===== config.mk =====
export PLATFORM = sky130hd
export DESIGN_NAME = uart_tx_cfg
export DESIGN_NICKNAME = d
export VERILOG_FILES = /design/src/rtl/uart_tx_cfg.sv
export SDC_FILE = /design/constraint.sdc
export NUM_CORES = 1
export LEC_CHECK = 0
export ABC_CLOCK_PERIOD_IN_PS = 3950
export BUFFER_PORTS_ARGS = -buffer_cell sky130_fd_sc_hd__clkbuf_2
export CAP_MARGIN = 10
export CORE_MARGIN = 2
export CORE_UTILIZATION = 57
export DETAILED_ROUTE_END_ITERATION = 12
export GPL_TIMING_DRIVEN = 0
export HOLD_SLACK_MARGIN = 0.06
export PLACE_DENSITY = 0.77
export SKIP_LAST_GASP = 1
export SLEW_MARGIN = 20
export SYNTH_ARGS = -nofsm -noshare
export SYNTH_HDL_FRONTEND = slang
export SYNTH_SLANG_ARGS = --single-unit

===== constraint.sdc =====
create_clock -name clk -period 3.95 [get_ports clk]
set_input_delay 0.5925 -clock clk [delete_from_list [all_inputs] [get_ports clk]]
set_output_delay 0.5925 -clock clk [all_outputs]
set_load 0.005 [all_outputs]

===== src/rtl/uart_tx_cfg.sv =====
`default_nettype none
// +--------------------------------------------------------------------------+
// | uart_tx_cfg : configurable UART transmitter (5-9 data bits, none/odd/even |
// |               parity, 1-2 stop bits) with a one-word holding register.    |
// | Rev 1.0                                                                  |
// +--------------------------------------------------------------------------+
module uart_tx_cfg #(
   parameter int CLK_PER_BIT = 87,
   parameter int DATA_BITS   = 8,
   parameter int PARITY      = 0,
   parameter int STOP_BITS   = 1
) (
   input  logic                 clk,
   input  logic                 rst_n,
   input  logic                 tx_dv_in,
   input  logic [DATA_BITS-1:0] tx_b,
   output logic                 tx_ready_out,
   output logic                 tx_active_out,
   output logic                 tx_serial_out,
   output logic                 tx_done_out
);

   localparam int c_CNT_W = (CLK_PER_BIT >= 2) ? $clog2(CLK_PER_BIT) : 1;
   localparam int c_IDX_W = $clog2(DATA_BITS) + 1;

   localparam logic [c_CNT_W-1:0] c_CNT_LAST  = c_CNT_W'(CLK_PER_BIT - 1);
   localparam logic [c_CNT_W-1:0] c_CNT_ONE   = c_CNT_W'(1);
   localparam logic [c_IDX_W-1:0] c_IDX_LAST  = c_IDX_W'(DATA_BITS - 1);
   localparam logic [c_IDX_W-1:0] c_IDX_ONE   = c_IDX_W'(1);
   localparam logic               c_STOP_LAST = 1'(STOP_BITS - 1);

   generate
      if (DATA_BITS < 5 || DATA_BITS > 9 || PARITY < 0 || PARITY > 2 ||
          STOP_BITS < 1 || STOP_BITS > 2 || CLK_PER_BIT < 2) begin : g_param_check
         $error("uart_tx_cfg: illegal parameter value");
      end
   endgenerate

   typedef enum logic [2:0] {
      S_IDLE  = 3'd0,
      S_START = 3'd1,
      S_DATA  = 3'd2,
      S_PAR   = 3'd3,
      S_STOP  = 3'd4
   } state_t;

   state_t                 r_state;
   logic [DATA_BITS-1:0]   r_hold;
   logic                   r_hold_full;
   logic [DATA_BITS-1:0]   r_shift;
   logic                   r_parity;
   logic [c_CNT_W-1:0]     r_clk_cnt;
   logic [c_IDX_W-1:0]     r_idx;
   logic                   r_stop_cnt;

   logic                   w_bit_end;
   logic                   w_hold_par;
   logic                   w_line;
   logic                   w_done;

   assign w_bit_end    = (r_clk_cnt == c_CNT_LAST);
   assign w_hold_par   = (PARITY == 1) ? ~(^r_hold) : (^r_hold);
   assign w_done       = (r_state == S_STOP) && w_bit_end && (r_stop_cnt == c_STOP_LAST);
   assign tx_ready_out = ~r_hold_full;

   // Line level for the current state; registered below, so the pin trails the FSM by one clock.
   always_comb begin
      w_line = 1'b1;
      case (r_state)
         S_START: w_line = 1'b0;
         S_DATA:  w_line = r_shift[0];
         S_PAR:   w_line = r_parity;
         default: w_line = 1'b1;
      endcase
   end

   always_ff @(posedge clk or negedge rst_n) begin
      if (!rst_n) begin
         r_state       <= S_IDLE;
         r_hold        <= '0;
         r_hold_full   <= 1'b0;
         r_shift       <= '0;
         r_parity      <= 1'b0;
         r_clk_cnt     <= '0;
         r_idx         <= '0;
         r_stop_cnt    <= 1'b0;
         tx_serial_out <= 1'b1;
         tx_active_out <= 1'b0;
         tx_done_out   <= 1'b0;
      end else begin
         tx_serial_out <= w_line;
         tx_active_out <= (r_state != S_IDLE);
         tx_done_out   <= w_done;

         // Accept and reload are exclusive: accept needs an empty holding register, reload a full one.
         if (tx_dv_in && !r_hold_full) begin
            r_hold      <= tx_b;
            r_hold_full <= 1'b1;
         end

         case (r_state)
            S_IDLE: begin
               r_clk_cnt <= '0;
               if (r_hold_full) begin
                  r_shift     <= r_hold;
                  r_parity    <= w_hold_par;
                  r_hold_full <= 1'b0;
                  r_state     <= S_START;
               end
            end

            S_START: begin
               if (w_bit_end) begin
                  r_clk_cnt <= '0;
                  r_idx     <= '0;
                  r_state   <= S_DATA;
               end else begin
                  r_clk_cnt <= r_clk_cnt + c_CNT_ONE;
               end
            end

            S_DATA: begin
               if (w_bit_end) begin
                  r_clk_cnt <= '0;
                  r_shift   <= r_shift >> 1;
                  if (r_idx == c_IDX_LAST) begin
                     r_stop_cnt <= 1'b0;
                     r_state    <= (PARITY != 0) ? S_PAR : S_STOP;
                  end else begin
                     r_idx <= r_idx + c_IDX_ONE;
                  end
               end else begin
                  r_clk_cnt <= r_clk_cnt + c_CNT_ONE;
               end
            end

            S_PAR: begin
               if (w_bit_end) begin
                  r_clk_cnt  <= '0;
                  r_stop_cnt <= 1'b0;
                  r_state    <= S_STOP;
               end else begin
                  r_clk_cnt <= r_clk_cnt + c_CNT_ONE;
               end
            end

            S_STOP: begin
               if (w_bit_end) begin
                  r_clk_cnt <= '0;
                  if (r_stop_cnt == c_STOP_LAST) begin
                     // A waiting word goes straight into the next start bit, no idle gap.
                     if (r_hold_full) begin
                        r_shift     <= r_hold;
                        r_parity    <= w_hold_par;
                        r_hold_full <= 1'b0;
                        r_state     <= S_START;
                     end else begin
                        r_state <= S_IDLE;
                     end
                  end else begin
                     r_stop_cnt <= r_stop_cnt + 1'b1;
                  end
               end else begin
                  r_clk_cnt <= r_clk_cnt + c_CNT_ONE;
               end
            end

            default: begin
               r_clk_cnt <= '0;
               r_state   <= S_IDLE;
            end
         endcase
      end
   end

endmodule
`default_nettype wire


---- After elaboration in Yosys (flattened, before gate mapping) ----
Cells that the tools add are included.
word-level totals
  memory bits (read-only) ................. 0
  bits of input ports ..................... 11
  bits in writable memories ............... 0
  bits in latches ......................... 0
  output and inout port bits .............. 4
  bits in registers ....................... 36
  memories ................................ 0
  word-level logic and storage cells ...... 83
operators by class
  $add $sub $neg .......................... 3
  bitwise gates (word level) .............. 2
  divide/modulo/power cells ............... 0
  equal/unequal tests ..................... 14
  $mul .................................... 0
  reductions and logical operators ........ 17
  magnitude comparators ................... 0
  muxes and demuxes ....................... 36
  shifts and indexed selects .............. 0
operator list
  kind                                           count
  two-way mux 8 bit                              4
  case mux 8 bit (3 select lines)                1
  two-way mux 3 bit                              7
  != test 2 bit, second input constant           8
  case mux 3 bit (5 select lines)                1
  two-way mux 7 bit                              2
  two-way mux 1 bit                              13
  two-way mux 4 bit                              3
  nonzero test 3 bit                             3
  case mux 4 bit (2 select lines)                1
  AND reduction 4 bit                            2
  parity 8 bit                                   1
  adder 7 x 1 -> 7 bit, second input constant    1
  == test 7 bit, second input constant           1
  AND reduction 7 bit                            1
  == test 3 x 2 -> 1 bit, second input constant  2
  case mux 1 bit (3 select lines)                2
  AND reduction 5 bit                            1
  adder 4 x 1 -> 4 bit, second input constant    1
  == test 4 x 3 -> 1 bit, second input constant  1
  case mux 1 bit (2 select lines)                2
  nonzero test 2 bit                             2
  OR reduction 4 bit                             1
  == test 3 x 1 -> 1 bit, second input constant  1
  7 further kinds                                10

---- Depth between registers and ports, before layout ----
Gate-level depths: netlist of the first run.
  word-level depth ........................ 7
  gate-level depth with buffers ........... 6

---- Least setup slack after synthesis of the first run ----
No wires, ideal clock.
  kind .................................... register -> register
  from .................................... register r_clk_cnt[0]
  to ...................................... register r_shift[0]
  cell stages (with the launch flop) ...... 7
  data arrival time ....................... 1.679 ns
  setup time .............................. 0.125 ns
  setup slack ............................. 2.146 ns
  data required time ...................... 3.825 ns
  path buffers ............................ 0
  cell sequence ........................... dfrtp_1 inv_1 ha_1 and4b_2 nand3b_2 o32ai_4 mux2_2
on the way
  cells in the longest elaborated chain, start to end .. 3
  elaborated cells between the ends (all ways) .. 4
ends and longest elaborated chain
  element                          RTL line  text
  start, declared                  52        logic [c_CNT_W-1:0] r_clk_cnt;
  start signal, assigned           118       r_clk_cnt <= r_clk_cnt + c_CNT_ONE;
  start signal, assigned           133       r_clk_cnt <= r_clk_cnt + c_CNT_ONE;
  start signal, assigned           143       r_clk_cnt <= r_clk_cnt + c_CNT_ONE;
  == test 7 bit *                  61        assign w_bit_end = (r_clk_cnt == c_CNT_LAST);
  != test 2 bit (no line)          n/a
  AND reduction 4 bit (no line) *  n/a
  end signal, assigned             105       r_shift <= r_hold;
  end signal, assigned             125       r_shift <= r_shift >> 1;
  end signal, assigned             153       r_shift <= r_hold;
  end, declared                    50        logic [DATA_BITS-1:0] r_shift;
Mark *: on every way between the ends. The rest lies on a longest branch, timed or not.
A chain may end at the register's enable or synchronous reset.

---- Final worst setup path of the first run ----
  from .................................... register r_clk_cnt[0]
  to ...................................... register r_shift[6]
Same word-level chain as after synthesis.

==> flow_results.org, run 1 <==
** Worst setup path
- Counting both buffers and inverters, the worst setup path holds a total of 1.
- STA puts the critical path data arrival time at roughly 2.2 ns.
- Data required, critical path :: 4.17 ns
- Broken down by cell family, the worst path's largest delay share belongs to compound AO/OA/AOI/OAI gates.
- Worst-path cell chain :: inv_1, ha_1, and4b_2, nand3b_2, o32ai_4, mux2_2
- Delay of the slowest cell on the worst path :: between 0.4 and 0.5 ns
- Kind of start point of the critical path :: flip-flop
- Along the worst path, the maximum fanout reaches 8.
- Slowest cell on the critical path :: sky130_fd_sc_hd__o32ai_4
- The worst setup path is of the flip-flop to flip-flop kind.
- The worst setup path is captured at a flip-flop.

** Routing
- Pre-antenna DRT Iters :: 4
- DR vias :: ~1,100
- Number of remaining DRC errors :: 0
- Initial detailed-routing violation count :: 18
- Antenna Violating Nets Remaining :: 0
- Dividing the detail-routed via count by the number of cells gives around 5.6.
- Summed over all layers, the routed wires come to between 2000 and 3000 um.
- In the final routed layout, each cell accounts on average for roughly 14 um.

** Floorplanning
- The floorplan has 19 rows.
- Initial core utilization :: 0.611
- Die boundary height :: about 59 um
- Die boundary width :: 59.1 um
- The region available for standard cell placement spans 2830 um2.
- Floorplan die area :: around 3500 um2
- 15 I/O pins were placed.

** Logic synthesis
- Flop and latch count out of synthesis :: 35
- Of the total synthesized cell area, the portion taken by full adders, half adders and majority gates is 0.0217.
- Proportion of synthesized area in mux cells :: 0.161
- By area, the combinational part of the netlist is dominated by multiplexers.
- Synth Area in Simple Gates :: 0.151
- Of the total synthesized cell area, the portion taken by XOR and XNOR cells is 0.0608.
- Number of synthesis warnings :: 0
- The cell count after synthesis came out at between 100 and 150.
- Syn avg cell area :: 11.7 um2
- In this run, distinct cell masters in the synthesized netlist total 40.
- Synth Cell Area :: 1730 um2
- Sequential-to-total area share from yosys stat :: 0.507
- Synthesized net count :: about 160
- The complex-gate fraction of the synthesized area is 0.0695.

** STA
- Setup repair after global routing missed its margin :: false
- Minimum period implied by the final worst setup slack :: ~2.0 ns
- Max-slew violations :: 0
- Relative slew slack :: 0.448
- For this run, the top clock speed supported by timing is 503 MHz.
- The clock arrives with ~0.02 ns of skew.
- The number of hold violations in the final report came to 0.
- Tightest Pin Transition :: 0.829 ns
- Of the available clock period, the critical path in the final layout requires 0.503.
- After routing, the total negative slack on setup checks comes to 0 ns.
- Setup violations remaining at the end of the flow were counted as 0.

** Clock network
- In this run, post-CTS repair resized a total of 0 instances.
- Maximum level of the CTS H-tree :: 2
- Buffer type at the clock tree root :: sky130_fd_sc_hd__clkbuf_4
- Counting every sink on the clock net gives 35.
- Maximum clock path buffer count :: 2
- Post-CTS timing repair inserted 0 buffers for setup.
- The number of clock buffers added by TritonCTS is 5.
- At the later pin of the worst-skew pair, clock insertion delay measures between 0.3 and 0.4 ns.
- After clock tree synthesis, the clock-pin slew on the worst setup and hold paths is roughly 0.11 ns.
- TritonCTS built the clock tree.
- After clock tree synthesis, the flow added hold-fix buffers numbering 0.

** Global route
- The first global-routing pass estimated just over 5000 um of wire.
- Total Routing Usage GR :: 0.204
- Initial antenna violation count :: 0
- After global routing the overflow that remains totals 0.
- The via count of the first global-routing pass is between 1,000 and 1,500.
- Largest net degree at the start of global routing :: 36

** Pwr
- For this design the total switching power over the nets is ~360 uW.
- Clock power share :: 0.163
- Share of power burned in combinational logic :: 0.335
- Dividing total power by cell area gives a power density of ~610 nW/um2.
- Post-layout power :: between 1000 and 1500 uW
- Summed over all cells, the static leakage comes to roughly 0.00084 uW.
- The internal portion of the total power is 788 uW.
- Fraction of power spent switching nets :: 0.314
- VDD sags by at most about 380 uV.
- Fraction of power consumed by sequential logic :: 0.501

** Final layout
- The repair_antennas step left the layout with diodes totalling 0.
- From synthesis to final layout, the design area changed by 9.12%.
- Final instance area :: ~1900 um2
- Number of nets in the finished design :: approximately 180
- Ratio of cells with drive above 1 in the final layout :: 0.312

** Placement
- Once detailed placement completed, the half-perimeter wirelength came to between 2000 and 2500 um.
- Final Wtd Congestion :: roughly 0.74
- Total of buffers placed on input and output ports :: 14
- Placement Cell Area :: ~1800 um2

** Run
- Across the run, the number of max-cap violations was 0.

** Outcome
- The run finished with clean final reports.

** Hold path
- The worst hold path belongs to the class primary input to async pin.
synthesized netlist by cell type:
cell type | number | area (um2)
sky130_fd_sc_hd__o32ai_4 | 1 | 27.5
sky130_fd_sc_hd__xnor2_1 | 9 | 78.8
sky130_fd_sc_hd__dfrtp_1 | 34 | 851
sky130_fd_sc_hd__buf_4 | 1 | 7.51
sky130_fd_sc_hd__and4_1 | 1 | 8.76
sky130_fd_sc_hd__or2_2 | 1 | 6.26
sky130_fd_sc_hd__nor3_1 | 1 | 5.00
sky130_fd_sc_hd__or3_1 | 1 | 6.26
sky130_fd_sc_hd__nand2_1 | 10 | 37.5
sky130_fd_sc_hd__and2b_1 | 1 | 7.51
sky130_fd_sc_hd__xor2_1 | 3 | 26.3
sky130_fd_sc_hd__nor3b_1 | 1 | 7.51
sky130_fd_sc_hd__o21a_1 | 3 | 22.5
sky130_fd_sc_hd__nor2_1 | 12 | 45.0
sky130_fd_sc_hd__mux2i_1 | 2 | 20.0
sky130_fd_sc_hd__nand4b_1 | 1 | 8.76
sky130_fd_sc_hd__buf_6 | 1 | 11.3
sky130_fd_sc_hd__nand3_1 | 5 | 25.0
sky130_fd_sc_hd__ha_1 | 3 | 37.5
sky130_fd_sc_hd__o21ai_0 | 6 | 30.0
sky130_fd_sc_hd__or3b_2 | 1 | 8.76
sky130_fd_sc_hd__or3b_1 | 1 | 8.76
sky130_fd_sc_hd__nand2b_1 | 2 | 12.5
sky130_fd_sc_hd__buf_2 | 1 | 5.00
sky130_fd_sc_hd__o21ai_1 | 1 | 5.00
sky130_fd_sc_hd__and3b_1 | 1 | 8.76
sky130_fd_sc_hd__nor2b_1 | 2 | 12.5
sky130_fd_sc_hd__and2_1 | 1 | 6.26
sky130_fd_sc_hd__mux2_2 | 23 | 259
sky130_fd_sc_hd__a21oi_1 | 2 | 10.0
sky130_fd_sc_hd__a21boi_2 | 1 | 11.3
sky130_fd_sc_hd__o31ai_1 | 1 | 7.51
sky130_fd_sc_hd__a31oi_1 | 1 | 6.26
sky130_fd_sc_hd__and3_1 | 2 | 12.5
sky130_fd_sc_hd__and4b_2 | 1 | 11.3
sky130_fd_sc_hd__inv_1 | 5 | 18.8
sky130_fd_sc_hd__dfstp_2 | 1 | 26.3
sky130_fd_sc_hd__nor3_2 | 1 | 10.0
sky130_fd_sc_hd__clkbuf_1 | 2 | 7.51
sky130_fd_sc_hd__nand3b_2 | 1 | 11.3
layer usage:
| layer | up-vias | global-route usage | wire [um] |
|---|---|---|---|
| met5 | - | 0 | 0 |
| met4 | 0 | 0.140 | 94 |
| met3 | 9 | 0.0502 | 89 |
| met2 | 18 | 0.314 | 1310 |
| met1 | 558 | 0.251 | 1320 |
| li1 | 548 | - | - |
cells by family after synthesis:
kind of cell / Yosys count
AOI/OAI and AO/OA: 16
muxes: 25
buffers and inverters: 10
DFF: 35
xor gates and xnor gates: 12
and+or+nand+nor: 47
adders and majority gates: 3
power by group through the flow:
stage / registers, uW / clock network (uW) / logic (uW)
6_report: 576 / 188 / 385
3_3_place_gp: 573 / 0 / 376
2_1_floorplan: 558 / 0 / 329
5_1_grt: 593 / 207 / 430
4_1_cts: 576 / 193 / 395
3_5_place_dp: 584 / 0 / 392
final cells by class:
cell class	count	area [um2]
Buffer	5	31.3
Sequential cell	35	877
Fill cell	229	942
Multi-Input combinational cell	103	802
Tap cell	31	38.8
Clock buffer	8	48.8
Inverter	5	18.8
Timing Repair Buffer	14	70.1
worst paths after layout:
| path | startpoint | slack (ns) | endpoint | cells past startpoint |
|---|---|---|---|---|
| max | r_clk_cnt[0] | 1.96 | r_shift[6] | 6 |
| min | rst_n | 0.33 | r_state[2] | 1 |
| max reg2reg | r_clk_cnt[0] | 1.96 | r_shift[6] | 6 |
| min reg2reg | r_clk_cnt[0] | 0.48 | r_clk_cnt[0] | 1 |
| max in group asynchronous | rst_n | 3.09 | r_shift[5] | 1 |
| min in group clk | tx_b[0] | 0.47 | r_hold[0] | 2 |
placed cells by master, fill, tap and decap left out, types with 2 or more instances in the layout:
| cell | count |
|---|---|
| sky130_fd_sc_hd__mux2i_1 | 2 |
| sky130_fd_sc_hd__a21oi_1 | 2 |
| sky130_fd_sc_hd__nor2_1 | 12 |
| sky130_fd_sc_hd__nand3_1 | 5 |
| sky130_fd_sc_hd__and3_1 | 2 |
| sky130_fd_sc_hd__ha_1 | 3 |
| sky130_fd_sc_hd__clkbuf_4 | 5 |
| sky130_fd_sc_hd__o21a_1 | 3 |
| sky130_fd_sc_hd__inv_1 | 5 |
| sky130_fd_sc_hd__o21ai_0 | 6 |
| sky130_fd_sc_hd__xor2_1 | 3 |
| sky130_fd_sc_hd__dfrtp_1 | 34 |
| sky130_fd_sc_hd__nand2_1 | 10 |
| sky130_fd_sc_hd__mux2_2 | 23 |
| sky130_fd_sc_hd__nand2b_1 | 2 |
| sky130_fd_sc_hd__xnor2_1 | 9 |
| sky130_fd_sc_hd__nor2b_1 | 2 |
| sky130_fd_sc_hd__clkbuf_2 | 14 |
| sky130_fd_sc_hd__clkbuf_1 | 5 |
registers in the layout, summed over array words and instances (netlist names):
name           flops
r_clk_cnt          7
r_hold             8
r_hold_full        1
r_idx              4
r_parity           1
r_shift            8
r_state            3
tx_active_out      1
tx_done_out        1
tx_serial_out      1
stage by stage:
step	std cells	utilization	hold WS (ns)	setup slack (ns)
floorplan	148	-	0.297	2.15
detailed placement	193	0.650	0.471	1.97
global route	201	0.667	0.398	1.81
finish	201	0.667	0.326	1.96
global placement	193	0.650	0.459	2.02
CTS	201	0.667	0.346	1.94
(Power assumes the default switching activity.)
==> run 2: changes to the inputs <==
--- a/config.mk
+++ b/config.mk
@@ -5,7 +5,7 @@
 export SDC_FILE = /design/constraint.sdc
 export NUM_CORES = 1
 export LEC_CHECK = 0
-export ABC_CLOCK_PERIOD_IN_PS = 3950
+export ABC_CLOCK_PERIOD_IN_PS = 2000
 export BUFFER_PORTS_ARGS = -buffer_cell sky130_fd_sc_hd__clkbuf_2
 export CAP_MARGIN = 10
 export CORE_MARGIN = 2
==> constraint.sdc (replaced) <==
create_clock -name clk -period 2 [get_ports clk]
set_input_delay 0.3 -clock clk [delete_from_list [all_inputs] [get_ports clk]]
set_output_delay 0.3 -clock clk [all_outputs]
set_load 0.005 [all_outputs]
==> flow_results.org, run 2 (synthesis gave the netlist of run 1 again) <==
** Outcome
- Outcome :: completed (unchanged)

** STA
- The number of hold violations in the final report was 0 (unchanged).
- The fraction of the cycle the final worst path needs is 0.949 (was 0.503).
- The measured slew at the worst slew-check pin came to 0.827 ns (was 0.829 ns).
- Setup repair after global routing missed its margin: false (unchanged).
- Final setup slack of the worst path :: 0.102 ns (was 1.96 ns)
- Setup TNS after final layout :: 0 ns (unchanged)
- Relative slew slack :: 0.449 (was 0.448)
- The clock skew after layout was 0.0198 ns (was 0.0199 ns).
- Maximum clock frequency :: 527 MHz (was 503 MHz)
- Minimum period implied by the final worst setup slack :: 1.90 ns (was 1.99 ns)
- Final setup violation count :: 0 (unchanged)
- Max-slew violations :: 0 (unchanged)

** Final layout
- The number of filler instances in the final layout came to 225 (was 229).
- Most common cell after layout, fill and taps aside :: sky130_fd_sc_hd__dfrtp_1 (unchanged)
- The layout cell share with drive strength beyond 1 was 0.326 (was 0.312).
- The final cell count without fillers is 206 (was 201).
- The number of antenna cells inserted came to 0 (unchanged).
- Top flop regs :: r_hold (8), r_shift (8), r_clk_cnt (7) (unchanged)
- Final standard cell utilization of the core :: 0.684 (was 0.667)
- The final net count is 188 (was 183).
- Most used cells in the layout excluding fill and tap cells: sky130_fd_sc_hd__dfrtp_1, sky130_fd_sc_hd__mux2_2, sky130_fd_sc_hd__clkbuf_2, sky130_fd_sc_hd__nor2_1, sky130_fd_sc_hd__nand2_1 (unchanged).
- The post-synthesis to final-layout area growth is 11.9% (was 9.12%).

** Run
- The number of maximum-capacitance violations is 0 (unchanged).

** Placement
- The final weighted congestion of routability-driven global placement was 0.745 (unchanged).
- The placed instance count is 193 (unchanged).
- Total of buffers placed on input and output ports :: 14 (unchanged)
- The worst setup timing slack at the placement stage is 0.0174 ns (was 1.97 ns).
- DPL Wire Length :: 2000 um (unchanged)

** Clock network
- The CTS buffer count came to 5 (unchanged).
- The clock tree from TritonCTS is yes (unchanged).
- The number of clock sinks seen by CTS was 35 (unchanged).
- Maximum clock path buffer count :: 2 (unchanged)
- Buffer type at the clock tree root :: sky130_fd_sc_hd__clkbuf_4 (unchanged)
- Clock latency at the later pin of the worst-skew pair :: 0.35 ns (about the same)
- Clock edge transition at the registers on the reported setup and hold paths :: 0.11 ns (about the same)
- The deepest level of the CTS H-tree was 2 (unchanged).

** Global route
- The via count of the first global-routing pass came to 1,180 (was 1,169).
- Total Routing Usage GR :: 0.206 (was 0.204)
- Initial antenna violation count :: 0 (unchanged)
- The pin count of the biggest net entering global routing is 36 (unchanged).
- The residual overflow from global routing was 0 (unchanged).
- The global-route wire length before repair was 5230 um (was 5190 um).

** Floorplanning
- Initial core utilization :: 0.611 (unchanged)
- The area of the die is 3490 um2 (unchanged).
- The count of pins on the block boundary came to 15 (unchanged).
- The placement row count is 19 (unchanged).
- Core region area :: 2830 um2 (unchanged)
- The floorplan die height is 59.1 um (unchanged).
- Die boundary width :: 59.1 um (unchanged)

** Pwr
- Clock power share :: 0.161 (was 0.163)
- Share of power burned in combinational logic :: 0.345 (was 0.335)
- The relative contribution of sequential cells to total power came to 0.494 (was 0.501).
- Areal power density over the cells :: 1190 nW/um2 (was 609 nW/um2)
- The switching portion of total power is 0.314 (about the same).
- Power spent charging and discharging nets :: 722 uW (was 361 uW)
- The worst supply voltage drop on vdd is 753 uV (was 383 uV).
- Pint :: 1580 uW (was 788 uW)
- Leak Pwr :: 0.000870 uW (was 0.000843 uW)

** Hold path
- The type of the tightest min-delay check is primary input to flip-flop (was primary input to async pin).

** Worst setup path
- Critical path buffers and inverters :: 2 (was 1)
- Data required, critical path :: 2.24 ns (was 4.17 ns)
- The delay contributed by the slowest stage of the critical path came to 0.42 ns (was 0.44 ns).
- The kind of launch point of the worst setup path was a flip-flop (unchanged).
- Type of the worst setup path :: flip-flop to flip-flop (unchanged)
- The peak fanout along the critical path came to 5 (was 8).
- Gate family responsible for the most delay along the worst path :: flip-flops (was compound AO/OA/AOI/OAI gates)
- The slowest library cell on the worst path is sky130_fd_sc_hd__dfrtp_1 (was sky130_fd_sc_hd__o32ai_4).
- The data arrival at the endpoint of the critical path is 2.14 ns (was 2.21 ns).
- The endpoint class of the critical path is a flip-flop (unchanged).
- Worst-path cell chain: inv_1, ha_1, and4b_2, nand3b_2, o32ai_4, buf_6, mux2_2 (was inv_1, ha_1, and4b_2, nand3b_2, o32ai_4, mux2_2).

** Routing
- The number of nets with antenna violations after routing was 0 (unchanged).
- The via density per instance was 5.58 (was 5.64).
- Routed length per instance :: 14.1 um (was 14.0 um)
- Pre-antenna DRT Iters :: 4 (unchanged)
- The overall via count from detail_route was 1,150 (was 1,133).
- Initial detailed-routing violation count :: 21 (was 18)
- Detailed-route wire length :: 2900 um (was 2810 um)
- The final routed DRC violation total was 0 (unchanged).
## run 2: final timing paths
path	from	endpoint	slack, ns	cells after the start
max	r_clk_cnt[0]	r_shift[3]	0.10	7
min	tx_b[0]	r_hold[0]	0.18	2
max reg2reg	r_clk_cnt[0]	r_shift[3]	0.10	7
min reg2reg	r_parity	r_parity	0.52	1
max in group asynchronous	rst_n	r_shift[5]	0.89	2
min in group asynchronous	rst_n	r_state[2]	0.58	2
## run 2: layout make-up
type	instances	area, um2	area share
timing repair buffer	19	118	0.0608
sequential	35	877	0.453
clock buffer	8	48.8	0.0252
multi-input combinational	103	802	0.415
buffer	5	31.3	0.0162
tap	31	38.8	0.0201
inverter	5	18.8	0.00970
## run 2: worst register-to-register path: stages, from the launching register on
cell and delay, ns:
sky130_fd_sc_hd__dfrtp_1 0.42, sky130_fd_sc_hd__inv_1 0.07, sky130_fd_sc_hd__ha_1 0.13, sky130_fd_sc_hd__and4b_2 0.29, sky130_fd_sc_hd__nand3b_2 0.12, sky130_fd_sc_hd__o32ai_4 0.26
sky130_fd_sc_hd__buf_6 0.17, sky130_fd_sc_hd__mux2_2 0.33
## run 2: per-layer routing
layer  vias to the layer above  track usage  share of wire
li1                        558            -              -
met1                       567        0.254           0.47
met2                        16        0.317           0.47
met3                         9       0.0502          0.028
met4                         0        0.140          0.032
met5                         -            0              0
## run 2: timing repair
| action | CTS | global route |
|---|---|---|
| hold buffers | 1 | 0 |
| gates resized for setup | 0 | 2 |
| setup buffers | 2 | 2 |
| pin swaps | 1 | 1 |
| endpoints found under the setup margin | 2 | 7 |
| hold endpoints to repair | 23 | 0 |
## run 2: power groups by stage
stage,Clock (uW),Combinational [uW],Sequential [uW]
6_report,370,793,1140
5_1_grt,410,882,1170
2_1_floorplan,0,651,1100
3_5_place_dp,0,774,1150
4_1_cts,381,788,1140
3_3_place_gp,0,742,1130
## run 2: per-stage QoR
| stage | power (uW) | hold slack [ns] | area [um2] |
|---|---|---|---|
| 2_1_floorplan | 1750 | 0.00441 | 1730 |
| 3_3_place_gp | 1870 | 0.425 | 1840 |
| 3_5_place_dp | 1930 | 0.441 | 1840 |
| 4_1_cts | 2310 | 0.166 | 1910 |
| 5_1_grt | 2460 | 0.161 | 1930 |
| 6_report | 2300 | 0.178 | 1930 |
